## src/rtl/recover_sequencer_pkg.sv

```systemverilog
// rtl/recover_sequencer_pkg.sv - shared wavefront sizing, FSM encodings and queue entry type
//
// WF_PER_CU     : wavefronts per compute unit (width of the pending vector)
// WF_ID_LENGTH  : bits in a wavefront id
// ST_*          : recovery FSM state encodings
// recover_entry_t : one queued recovery request {wfid, pc}

package recover_sequencer_pkg;

    localparam int WF_PER_CU    = 40;
    localparam int WF_ID_LENGTH = 6;
    localparam int PC_WIDTH     = 32;

    localparam logic [1:0] ST_IDLE     = 2'd0;
    localparam logic [1:0] ST_FLUSH    = 2'd1;
    localparam logic [1:0] ST_REDIRECT = 2'd2;

    typedef struct packed {
        logic [WF_ID_LENGTH-1:0] wfid;
        logic [PC_WIDTH-1:0]     pc;
    } recover_entry_t;

endpackage

```

## src/rtl/recover_sequencer_fifo.sv

```systemverilog
// rtl/recover_sequencer_fifo.sv - recovery-request queue built from enable flops
//
// recover_dff  : WIDTH-bit flop with load enable, async active-high reset
// recover_fifo : QDEPTH x WIDTH queue
//   clk, rst : clock, async active-high reset
//   push     : write wdata at tail (ignored when full)
//   pop      : advance head (ignored when empty)
//   wdata    : entry to write
//   rdata    : current head entry
//   empty    : no entries held
//   full     : QDEPTH entries held (before any same-cycle pop)

module recover_dff #(
    parameter int WIDTH = 1
) (
    input  logic             clk,
    input  logic             rst,
    input  logic             en,
    input  logic [WIDTH-1:0] d,
    output logic [WIDTH-1:0] q
);

    always_ff @(posedge clk or posedge rst) begin
        if (rst) begin
            q <= '0;
        end else if (en) begin
            q <= d;
        end
    end

endmodule

module recover_fifo #(
    parameter int QDEPTH = 8,
    parameter int WIDTH  = 38
) (
    input  logic             clk,
    input  logic             rst,
    input  logic             push,
    input  logic             pop,
    input  logic [WIDTH-1:0] wdata,
    output logic [WIDTH-1:0] rdata,
    output logic             empty,
    output logic             full
);

    localparam int AW = $clog2(QDEPTH);

    logic [AW-1:0]    wr_ptr;
    logic [AW-1:0]    rd_ptr;
    logic [AW:0]      cnt;
    logic             push_ok;
    logic             pop_ok;
    logic [WIDTH-1:0] mem [QDEPTH];

    assign empty   = (cnt == '0);
    assign full    = (cnt == (AW+1)'(QDEPTH));
    assign push_ok = push && !full;
    assign pop_ok  = pop && !empty;
    assign rdata   = mem[rd_ptr];

    for (genvar i = 0; i < QDEPTH; i++) begin : g_entry
        recover_dff #(.WIDTH(WIDTH)) u_entry (
            .clk (clk),
            .rst (rst),
            .en  (push_ok && (wr_ptr == AW'(i))),
            .d   (wdata),
            .q   (mem[i])
        );
    end

    // QDEPTH is a power of two, so plain increment wraps the pointers.
    recover_dff #(.WIDTH(AW)) u_wr_ptr (
        .clk (clk),
        .rst (rst),
        .en  (push_ok),
        .d   (wr_ptr + 1'b1),
        .q   (wr_ptr)
    );

    recover_dff #(.WIDTH(AW)) u_rd_ptr (
        .clk (clk),
        .rst (rst),
        .en  (pop_ok),
        .d   (rd_ptr + 1'b1),
        .q   (rd_ptr)
    );

    // Count only moves when exactly one of push/pop happens.
    recover_dff #(.WIDTH(AW+1)) u_cnt (
        .clk (clk),
        .rst (rst),
        .en  (push_ok ^ pop_ok),
        .d   (push_ok ? cnt + 1'b1 : cnt - 1'b1),
        .q   (cnt)
    );

endmodule

```

## src/rtl/recover_sequencer.sv

```systemverilog
// rtl/recover_sequencer.sv - page-fault recovery sequencer: queue, flush, then redirect fetch
//
// clk, rst                     : clock, async active-high reset
// fetchwavedecode_recover_en   : recovery request strobe
// fetchwavedecode_recover_wfid : wavefront to recover
// fetch_recover_pc             : restart PC for that wavefront
// wave_flush_en / _wfid        : flush request to wavepool, held until wave_flush_done
// wave_flush_done              : wavepool flush complete pulse
// fetch_redirect_valid/_wfid/_pc : PC override to fetch, held until fetch_redirect_ack
// fetch_redirect_ack           : fetch accepted redirect pulse
// recover_pending_arry         : wavefronts queued or in service
// queue_overflow               : sticky, a request was dropped on a full queue

module recover_sequencer
    import recover_sequencer_pkg::*;
#(
    parameter int QDEPTH = 8
) (
    input  logic                    clk,
    input  logic                    rst,
    input  logic                    fetchwavedecode_recover_en,
    input  logic [WF_ID_LENGTH-1:0] fetchwavedecode_recover_wfid,
    input  logic [31:0]             fetch_recover_pc,
    output logic                    wave_flush_en,
    output logic [WF_ID_LENGTH-1:0] wave_flush_wfid,
    input  logic                    wave_flush_done,
    output logic                    fetch_redirect_valid,
    output logic [WF_ID_LENGTH-1:0] fetch_redirect_wfid,
    output logic [31:0]             fetch_redirect_pc,
    input  logic                    fetch_redirect_ack,
    output logic [WF_PER_CU-1:0]    recover_pending_arry,
    output logic                    queue_overflow
);

    localparam logic [WF_ID_LENGTH:0] WF_LIMIT = (WF_ID_LENGTH+1)'(WF_PER_CU);

    logic [1:0]              state;
    logic [WF_ID_LENGTH-1:0] svc_wfid;
    logic [31:0]             svc_pc;
    logic [WF_PER_CU-1:0]    pending_next;
    recover_entry_t          head;
    recover_entry_t          req_entry;
    logic                    fifo_empty;
    logic                    fifo_full;
    logic                    wfid_ok;
    logic                    clear_now;
    logic                    req_pending;
    logic                    req_valid;
    logic                    push;
    logic                    pop;

    assign req_entry = '{wfid: fetchwavedecode_recover_wfid, pc: fetch_recover_pc};

    // Ids beyond the wavefront count have no pending bit and are dropped.
    assign wfid_ok   = ({1'b0, fetchwavedecode_recover_wfid} < WF_LIMIT);
    assign clear_now = (state == ST_REDIRECT) && fetch_redirect_ack;

    // A wavefront finishing service this cycle may immediately re-fault.
    assign req_pending = recover_pending_arry[fetchwavedecode_recover_wfid]
                         && !(clear_now && (svc_wfid == fetchwavedecode_recover_wfid));
    assign req_valid   = fetchwavedecode_recover_en && wfid_ok && !req_pending;
    assign push        = req_valid && !fifo_full;
    assign pop         = (state == ST_IDLE) && !fifo_empty;

    recover_fifo #(
        .QDEPTH (QDEPTH),
        .WIDTH  (WF_ID_LENGTH + PC_WIDTH)
    ) u_fifo (
        .clk   (clk),
        .rst   (rst),
        .push  (push),
        .pop   (pop),
        .wdata (req_entry),
        .rdata (head),
        .empty (fifo_empty),
        .full  (fifo_full)
    );

    always_ff @(posedge clk or posedge rst) begin
        if (rst) begin
            state    <= ST_IDLE;
            svc_wfid <= '0;
            svc_pc   <= '0;
        end else begin
            case (state)
                ST_IDLE: begin
                    if (pop) begin
                        svc_wfid <= head.wfid;
                        svc_pc   <= head.pc;
                        state    <= ST_FLUSH;
                    end
                end
                ST_FLUSH: begin
                    if (wave_flush_done) begin
                        state <= ST_REDIRECT;
                    end
                end
                ST_REDIRECT: begin
                    if (fetch_redirect_ack) begin
                        state <= ST_IDLE;
                    end
                end
                default: state <= ST_IDLE;
            endcase
        end
    end

    // Set after clear so a same-cycle re-fault leaves the bit pending.
    always_comb begin
        pending_next = recover_pending_arry;
        if (clear_now) begin
            pending_next[svc_wfid] = 1'b0;
        end
        if (push) begin
            pending_next[fetchwavedecode_recover_wfid] = 1'b1;
        end
    end

    always_ff @(posedge clk or posedge rst) begin
        if (rst) begin
            recover_pending_arry <= '0;
            queue_overflow       <= 1'b0;
        end else begin
            recover_pending_arry <= pending_next;
            if (req_valid && fifo_full) begin
                queue_overflow <= 1'b1;
            end
        end
    end

    assign wave_flush_en        = (state == ST_FLUSH);
    assign wave_flush_wfid      = wave_flush_en ? svc_wfid : '0;
    assign fetch_redirect_valid = (state == ST_REDIRECT);
    assign fetch_redirect_wfid  = fetch_redirect_valid ? svc_wfid : '0;
    assign fetch_redirect_pc    = fetch_redirect_valid ? svc_pc : '0;

endmodule

```

## config.mk

```make
export PLATFORM = sky130hd
export DESIGN_NAME = recover_sequencer
export DESIGN_NICKNAME = d
export VERILOG_FILES = /design/src/rtl/recover_sequencer_pkg.sv /design/src/rtl/recover_sequencer_fifo.sv /design/src/rtl/recover_sequencer.sv
export SDC_FILE = /design/constraint.sdc
export NUM_CORES = 1
export LEC_CHECK = 0
export CAP_MARGIN = 20
export CORE_AREA = 2 2 197 276
export DETAILED_ROUTE_END_ITERATION = 8
export DIE_AREA = 0 0 199 278
export MAX_ROUTING_LAYER = met4
export PLACE_DENSITY_LB_ADDON = 0.25
export SYNTH_ARGS = -nofsm -noshare
export SYNTH_HDL_FRONTEND = slang
export SYNTH_SLANG_ARGS = --single-unit
export TNS_END_PERCENT = 30
```

## constraint.sdc

```tcl
create_clock -name clk -period 19.55 [get_ports clk]
set_input_delay 3.91 -clock clk [delete_from_list [all_inputs] [get_ports clk]]
set_output_delay 3.91 -clock clk [all_outputs]
set_load 0.005 [all_outputs]
```

==> impl_metrics.json <==
{
  "cts_setup_buffers": 0,
  "wl_um": 45660,
  "maxCapViolCount": 0,
  "hold_class": "flip-flop to flip-flop",
  "cts_root_buf": "clkbuf_16",
  "rrSetupSlack_ps": 15370,
  "synthCells": 1295,
  "cts_resized": 0,
  "p_int_mw": 2.312,
  "initial_core_util": 0.3461,
  "cts_max_level": 2,
  "synth_top_area_frac": 0.5395,
  "clock_path_buffers": 3,
  "critPathRequiredTime_ps": 19980,
  "synth_top_family_by_area": "multiplexers",
  "grt_max_degree": 150,
  "p_per_area_nw_per_um2": 156.4,
  "syn_nets": 1347,
  "grt_pass1_wl_um": 71390,
  "finalCritPeriodShare": 0.4030,
  "ant_nets": 0,
  "rsz0062_at_grt": "no",
  "seqPwrFrac": 0.430,
  "place_hpwl_um": 27270,
  "synth.avg_cell_area_sq_um": 14.15,
  "clockPowerShare": 0.230,
  "p_sw_mw": 1.051,
  "yosys_warnings": 0,
  "drive_gt1_frac": 0.2398,
  "hold_viol_final": 0,
  "numPortBuffers": 129,
  "clock.fmax_mhz": 126.9,
  "power.leakage_nw": 9.190,
  "first_global_vias": 11820,
  "pre_cts_slack_ps": 11150,
  "overflow": 0,
  "vias": 10950,
  "synth_simple_gate_area_frac": 0.05450,
  "status": "complete, no violations",
  "synth-edff-count": 0,
  "drc": 0,
  "via_per_inst": 5.127,
  "path_clk_slew_ps": 60,
  "setup_viol": 0,
  "finClkSkew_ps": 19.76,
  "boundaryPins": 130,
  "ys_seq_elements": 395,
  "netlist_area_sq_um": 18320,
  "ys_seq_area_frac": 0.5395,
  "synth_top_area_cell": "dfrtp_1",
  "max_slew_margin": 0.2900,
  "r2r_cells": 8,
  "track_usage": 0.1739,
  "fin_tns_setup_ps": 0,
  "antenna_found_initial": 3,
  "synth_fa_ha_area_frac": 0.006556,
  "synth_compound_area_frac": 0.04460,
  "cts.sinks": 395,
  "synth.area.top_cells": "dfrtp_1 (54%), mux4_2 (9.7%), mux2_2 (8.9%), mux2_1 (8.6%), o21ai_0 (3.4%)",
  "r2r-end": "u_fifo.g_entry[2].u_entry.q[37]",
  "path_class": "input pin to flip-flop",
  "nets": 1443,
  "cts_tree": "done",
  "vdd_drop_max_mv": 0.06333,
  "period_needed_ps": 7879,
  "die_y_um": 278,
  "coreArea_sq_um": 52930,
  "synth_xor_area_frac": 0.004303,
  "startpoint_type": "input pin",
  "cp_max_fo": 29,
  "synthArstFlopShare": 1.000,
  "cts_buffers": 41,
  "synthMuxAreaShare": 0.3185,
  "crit_path_start": "fetchwavedecode_recover_wfid[0]",
  "worstSkewPairLatency_ps": 560,
  "rows": 100,
  "swShare": 0.3125,
  "drt_first_pass_iters": 4,
  "maxSlewViolCount": 0,
  "reg2reg_from": "state[0]",
  "syn2layout_area_growth_pct": 17.35,
  "cts_hold_buf": 0,
  "cp-endpoint": "u_fifo.g_entry[2].u_entry.q[37]",
  "ys.flop_type": "dfrtp_1",
  "wire_per_inst_um": 21.38,
  "fin_ws_ps": 11670,
  "crit_arrival_ps": 8300,
  "fp.dieW_um": 199,
  "power_frac_comb": 0.340,
  "die_area_sq_um": 55320,
  "tightestPinTransition_ps": 1065,
  "endpoint_kind": "flip-flop",
  "synth_cell_types": 55,
  "gp_congestion": 0.9097,
  "drtIter0Drc": 557,
  "holdWs_ps": 469.5,
  "worstHoldStart": "svc_pc[16]"
}
## placed cells by master, fill, tap and decap left out, drive strengths merged, types with 16 or more instances in the layout
cell type,count
clkdlybuf4s50,129
clkbuf,60
nand3,16
and2,45
nor2,16
mux2,305
o21ai,123
buf,20
mux2i,52
dfrtp,395
mux4,80
nand2,63
## layout make-up
class | count | area (sq um)
clock buffers | 60 | 1187
well taps | 714 | 893.4
multi-input cells | 793 | 7864
diodes | 4 | 10.01
clock inverters | 10 | 128.9
inverters | 11 | 48.80
fillers | 4939 | 31430
repair buffers | 149 | 1474
flip-flops and latches | 395 | 9893
## power by group through the flow
stage	Combinational (mW)	Clock, mW	Sequential [mW]
2_1_floorplan	0.925	0	1.33
3_3_place_gp	1.14	0	1.44
3_5_place_dp	1.17	0	1.46
4_1_cts	1.17	0.800	1.45
5_1_grt	1.26	0.831	1.50
6_report	1.14	0.775	1.44
## layer usage
metal	vias up	wire length [um]	track usage
met3	79	1750	0.02448
met5	-	0	-
li1	4908	-	-
met2	217	23280	0.2960
met4	0	1139	0.05300
met1	5748	19490	0.2140
## worst min path at each step
stage                                            to  slack, ps  depth (start not counted)
finish                                   svc_pc[16]        470                          2
global route        u_fifo.g_entry[7].u_entry.q[10]        490                          1
floorplan                                 svc_pc[0]        440                          2
detailed placement                       svc_pc[16]        460                          2
CTS                                      svc_pc[16]        480                          2
global placement                         svc_pc[30]        460                          2
## flip-flops by register name (all words and copies together), names as in the netlist
signal,flops
queue_overflow,1
recover_pending_arry,40
state,2
svc_pc,32
svc_wfid,6
u_fifo.g_entry.u_entry.q,304
u_fifo.u_cnt.q,4
u_fifo.u_rd_ptr.q,3
u_fifo.u_wr_ptr.q,3
## cell usage after synthesis, types with 2 or more instances
cell type	n
and2_1	45
and4b_1	2
inv_1	11
o22ai_1	3
o41ai_1	2
mux2_1	140
mux2i_1	52
mux2_4	20
a21o_1	2
clkbuf_1	46
buf_4	3
mux4_2	79
mux2_2	145
a31oi_1	2
nor4_1	2
nand3b_1	2
buf_2	18
nor2b_1	11
o21ai_0	123
buf_1	9
nand4_1	9
xnor2_1	9
ha_1	8
nor2_1	16
a21oi_1	5
buf_6	20
or3_1	4
nand2b_1	4
dfrtp_1	395
nand2_1	63
nand3_1	15
or2_2	2
nor3b_1	2
nor3_1	5
## metrics by stage
stage          instance area (sq um)  instances  power [mW]  utilization
2_1_floorplan                  18320       1295       2.256            -
3_3_place_gp                   20150       2061       2.587       0.3806
6_report                       21500       2136       3.363       0.4062
5_1_grt                        21500       2135       3.587       0.4062
4_1_cts                        21460       2131       3.419       0.4055
3_5_place_dp                   20150       2061       2.628       0.3806
## kinds of logic (layout without fill, tap and decap cells)
| kind of cell | count (synthesis) | count (layout) |
|---|---|---|
| AND/OR/NAND/NOR | 189 | 189 |
| multiplexers | 437 | 437 |
| flip-flops | 395 | 395 |
| adder cells (fa/ha/maj) | 9 | 9 |
| other | 0 | 4 |
| XOR/XNOR | 9 | 9 |
| buffers and inverters | 107 | 230 |
| AO/OA/AOI/OAI | 149 | 149 |
## worst max-delay path, cell delays in order
cell,delay [ps]
clkdlybuf4s50_1,890
and4b_1,480
a31o_1,200
o31a_1,330
nor3_2,190
a21o_1,510
nand4_1,780
buf_4,600
mux2_1,380
Note: power is estimated with default switching activity, not from simulation.
